**config.mk**
```make
export PLATFORM = sky130hd
export DESIGN_NAME = enc_link_decoder
export DESIGN_NICKNAME = d
export VERILOG_FILES = /design/src/rtl/enc_link_decoder.sv
export SDC_FILE = /design/constraint.sdc
export NUM_CORES = 1
export LEC_CHECK = 0
export CAP_MARGIN = 25
export CORE_MARGIN = 1
export CORE_UTILIZATION = 45
export DETAILED_ROUTE_END_ITERATION = 8
export PLACE_DENSITY = 0.72
export SYNTH_ARGS = -nofsm -noshare
export SYNTH_HDL_FRONTEND = slang
export SYNTH_SLANG_ARGS = --single-unit
```
**constraint.sdc**
```tcl
create_clock -name CLK -period 2.7 [get_ports CLK]
set_clock_uncertainty 0.15 [all_clocks]
set_input_delay 0.27 -clock CLK [delete_from_list [all_inputs] [get_ports CLK]]
set_output_delay 0.27 -clock CLK [all_outputs]
set_load 0.03 [all_outputs]
```
**src/rtl/enc_link_decoder.sv**
```systemverilog
// Receive-end decoder for the 3-line encoded link: captures codes into a small
// FWFT FIFO and presents the head word as a restored one-hot byte.
module enc_link_decoder #(
  parameter int DEPTH = 4,
  parameter int CNT_W = 8
) (
  input  logic                       CLK,
  input  logic                       RST_N,
  input  logic                       dec_a2value,
  input  logic                       dec_a1value,
  input  logic                       dec_a0value,
  input  logic                       EN_dec,
  output logic                       RDY_dec,
  output logic [7:0]                 dec_y_value,
  output logic [2:0]                 dec_code,
  output logic                       RDY_dec_out,
  input  logic                       EN_dec_out,
  output logic [$clog2(DEPTH):0]     dec_level,
  output logic [CNT_W-1:0]           dec_count,
  output logic                       dec_overflow,
  input  logic                       EN_clr
);

  localparam int PTR_W = $clog2(DEPTH);
  localparam int LVL_W = PTR_W + 1;

  logic [2:0]       r_mem [DEPTH];
  logic [PTR_W-1:0] r_wr_ptr;
  logic [PTR_W-1:0] r_rd_ptr;
  logic [LVL_W-1:0] r_level;
  logic [CNT_W-1:0] r_count;
  logic             r_overflow;

  logic [2:0] w_code;
  logic       w_full;
  logic       w_empty;
  logic       w_push;
  logic       w_pop;
  logic       w_drop;

  assign w_code  = {dec_a2value, dec_a1value, dec_a0value};
  assign w_full  = (r_level == LVL_W'(DEPTH));
  assign w_empty = (r_level == '0);
  // Full blocks the push outright, so a pop at full never passes a word through.
  assign w_push  = EN_dec && !w_full;
  assign w_pop   = EN_dec_out && !w_empty;
  assign w_drop  = EN_dec && w_full;

  // NOTE: storage is deliberately left out of reset; the level/pointers decide
  // what is valid, and a reset-free array maps onto plain RAM/regfile cells.
  always_ff @(posedge CLK) begin
    if (w_push) r_mem[r_wr_ptr] <= w_code;
  end

  // NOTE: all state below uses non-blocking assignments so every register
  // samples the pre-edge values, regardless of statement order.
  always_ff @(posedge CLK or negedge RST_N) begin
    if (!RST_N) begin
      r_wr_ptr <= '0;
      r_rd_ptr <= '0;
      r_level  <= '0;
    end else begin
      if (w_push) r_wr_ptr <= r_wr_ptr + PTR_W'(1);
      if (w_pop)  r_rd_ptr <= r_rd_ptr + PTR_W'(1);
      case ({w_push, w_pop})
        2'b10:   r_level <= r_level + LVL_W'(1);
        2'b01:   r_level <= r_level - LVL_W'(1);
        default: r_level <= r_level;
      endcase
    end
  end

  // Clear and push on the same edge leave the count at 1; a drop beats clear.
  always_ff @(posedge CLK or negedge RST_N) begin
    if (!RST_N) begin
      r_count    <= '0;
      r_overflow <= 1'b0;
    end else begin
      if (EN_clr)      r_count <= w_push ? CNT_W'(1) : '0;
      else if (w_push) r_count <= r_count + CNT_W'(1);

      if (w_drop)      r_overflow <= 1'b1;
      else if (EN_clr) r_overflow <= 1'b0;
    end
  end

  assign RDY_dec      = !w_full;
  assign RDY_dec_out  = !w_empty;
  assign dec_code     = w_empty ? 3'd0 : r_mem[r_rd_ptr];
  assign dec_y_value  = w_empty ? 8'd0 : (8'd1 << dec_code);
  assign dec_level    = r_level;
  assign dec_count    = r_count;
  assign dec_overflow = r_overflow;

endmodule

```
==> results.txt, run 1 <==
result of the run - finished, violations left
violations in the final reports - design-rule violations
syn avg cell area - 11.8 um^2
Register-to-Register Path Depth - 9
post-layout minimum cycle time - 2.56 ns
Netlist cell types - 33
Routed wire per std cell - 13.8 um
fillers - 254
count of flip-flops with a built-in enable after synthesis - 12
most used standard cell by instance count after synthesis - dfrtp_1
kind of end point of the critical path - output pin
Mapped Nets - 133
post-synthesis sequential area ratio - 0.546
share of post-route cells with drive strength above 1 - 0.0987
most numerous cell types in the synthesized netlist - 16 x dfrtp_1, 12 x edfxtp_1, 11 x inv_1, 11 x nor2_1
post-synthesis cell count - 118
register bit total from synthesis - 28
final net count - 169
kind of path behind the tightest hold check - primary input to async pin
part of the power in the clock network - 0.085
Crit path required time - 2.28 ns
total number of vias - 988
highest ir drop seen on vdd - 0.000446 V
class of the most critical setup path - register to output pin
leakage power figure - 0.758 nW
Ant. Diodes - 0
width of the die - 57.7 um
post-synth top area cell - dfrtp_1
Cell Area, Synth - 1390 um^2
H-tree depth - 1
DIE HEIGHT - 57.7 um
part of the power in combinational logic - 0.573
Root Driver - clkbuf_4
Total GRT Usage - 0.173
total setup violations reported at the end of the flow - 0
Core Footprint - 2850 um^2
fmax - 390 MHz
power per unit of standard cell area - 1100 nW/um^2
total DRC errors in the routed layout - 3
count of clock tree sinks - 28
total count of hold-check failures in the final report - 0
Post-synth top flop - dfrtp_1
post-placement cell area - 1750 um^2
global placer's final weighted congestion - 0.760
starting DRC count in detailed routing - 39
Post-Route WL - 2.52 mm
asr flop ratio synth - 0.571
top cells by area in the synthesized netlist - dfrtp_1 29%, edfxtp_1 26%, ha_1 5.4%, mux4_2 4.8%, inv_1 3.0%
final std cell area, no fill - 1770 um^2
standard-cell rows - 19
internal power - 0.00109 W
sequential group share of total power - 0.342
register clock-pin slew on the reported worst setup and hold paths - 0.13 ns
CTS buffer count - 3
Congestion Overflow GR - 0
drt via density - 5.40
area fraction of the dominant cell type after synthesis - 0.287
Slew Viols, Final - 0
clock latency on the worst-skew pair - 0.32 ns
number of global-route vias before repair - 979
final clock period utilization by the worst path - 0.949
switching share of total power - 0.439
Data arrival, critical path - 2.14 ns
first-pass GRT wire length - 4.35 mm
pin count of the biggest net entering global routing - 17
length of the first detailed-routing pass in iterations - 8
Longest Clk Path Bufs - 2
number of antenna violations at the first check in global routing - 0
slew of the pin with the lowest slew margin - 0.723 ns
setup repair after global routing missed its margin - false
accumulated negative setup slack - 0 ns
count of max-cap constraint violations - 0
I/O pin total - 33
NetSw - 0.000848 W
floorplan die area - 3320 um^2
detailed placer's ending HPWL - 2.00 mm
critical path peak fanout - 5
residual antenna-violating net count after detailed routing - 0
worst-case headroom to the max-slew limit - 0.516
growth of design area from synthesis to finish - 26.7%
clock tree from TritonCTS - yes
initial cell density of the core - 0.489
number of warning messages in the yosys log - 0
element type at the critical path start - register
Buffers on Ports - 32
==> cells by family (layout without fill, tap and decap cells) <==
kind of cell               after synthesis  count (layout)  share of synthesized area
muxes                                    6               6                     0.0718
AOI/OAI and AO/OA                       13              13                     0.0530
and+or+nand+nor                         42              42                      0.168
xor gates and xnor gates                 7               7                     0.0440
buffers and inverters                   15              49                     0.0494
adders and majority gates                7               7                     0.0682
DFF                                     28              28                      0.546
==> power groups by stage <==
stage                     combinational [W]  clock [W]  sequential [W]
after floorplan                    0.000695          0        0.000725
after global placement              0.00112          0        0.000665
after detailed placement            0.00115          0        0.000672
after CTS                           0.00112   0.000178        0.000665
after global routing                0.00119   0.000191        0.000686
final                               0.00111   0.000165        0.000661
==> cells in the final DEF (no fill, tap or decap), drive strengths merged <==
cell	netlist	layout
a21oi	6	6
and2	3	3
and3	4	4
buf	4	3
clkbuf	0	3
clkdlybuf4s50	0	24
dfrtp	16	16
dlygate4sd2	0	7
dlymetal6s2s	0	1
edfxtp	12	12
fa	1	1
ha	6	6
inv	11	11
mux2	2	2
mux2i	1	1
mux4	3	3
nand2	3	3
nand2b	2	2
nand3	5	5
nand4	3	3
nor2	11	11
nor2b	2	2
nor3	1	1
nor3b	1	1
o21ai	3	3
o22ai	1	1
o31ai	3	3
or2	2	2
or3	2	2
or4	3	3
xnor2	4	4
xor2	3	3
==> area by class of cell <==
class	instances	area [um^2]	area share
clock buffers	3	22.5	0.0128
well taps	31	38.8	0.0220
multi-input cells	75	564	0.320
flip-flops and latches	28	762	0.432
repair buffers	35	337	0.191
inverters	11	41.3	0.0234
==> path summary, 6_finish.rpt <==
path | start | to | slack, ns
hold / removal | RST_N | dec_count[6]$_DFFE_PN0P_ | 0.21
hold reg to reg | dec_level[2]$_DFFE_PN0P_ | dec_level[2]$_DFFE_PN0P_ | 0.37
setup / recovery | r_rd_ptr[0]$_DFFE_PN0P_ | dec_code[1] | 0.14
min in group CLK | dec_level[2]$_DFFE_PN0P_ | dec_level[2]$_DFFE_PN0P_ | 0.37
setup reg to reg | dec_level[0]$_DFFE_PN0P_ | dec_level[2]$_DFFE_PN0P_ | 0.33
max in group asynchronous | RST_N | r_rd_ptr[0]$_DFFE_PN0P_ | 1.69
==> routing by layer <==
metal  track usage  wire length, um
met5             0                0
met4        0.0476               19
met1         0.199             1040
met3        0.0513              129
met2         0.314             1340
==> registers in the layout (all words and copies together) (netlist names) <==
| name | cells |
|---|---|
| r_rd_ptr | 2 |
| r_wr_ptr | 2 |
| dec_overflow | 1 |
| dec_count | 8 |
| dec_level | 3 |
| r_mem | 12 |
==> critical path, stage by stage (launching register included) <==
cell,delay [ns]
dfrtp_2,0.47
mux4_2,0.56
and2_2,0.21
clkdlybuf4s50_1,0.59
==> stage by stage <==
stage,utilization,worst slack [ns],power [W],std cells,hold WS (ns)
floorplan,-,0.331,0.00142,118,-0.176
global placement,0.613,0.247,0.00179,180,0.357
detailed placement,0.613,0.175,0.00183,180,0.362
CTS,0.618,0.112,0.00196,183,0.220
global route,0.619,0.00303,0.00207,183,0.257
finish,0.619,0.137,0.00193,183,0.212
==> what timing repair did <==
action,4_1_cts,5_1_grt
resized for setup,8,1
hold buffers,0,0
setup endpoints to repair,7,1
buffers inserted,0,0
No activity file was read; power rests on OpenSTA's default activity.
==> run 2: changes to the inputs <==
--- a/config.mk
+++ b/config.mk
@@ -9,7 +9,9 @@
 export CORE_MARGIN = 1
 export CORE_UTILIZATION = 45
 export DETAILED_ROUTE_END_ITERATION = 8
+export GPL_ROUTABILITY_DRIVEN = 0
 export PLACE_DENSITY = 0.72
+export SLEW_MARGIN = 20
 export SYNTH_ARGS = -nofsm -noshare
 export SYNTH_HDL_FRONTEND = slang
 export SYNTH_SLANG_ARGS = --single-unit
==> results of run 2 <==
Final layout, timing and power as in run 1 (identical DEF).
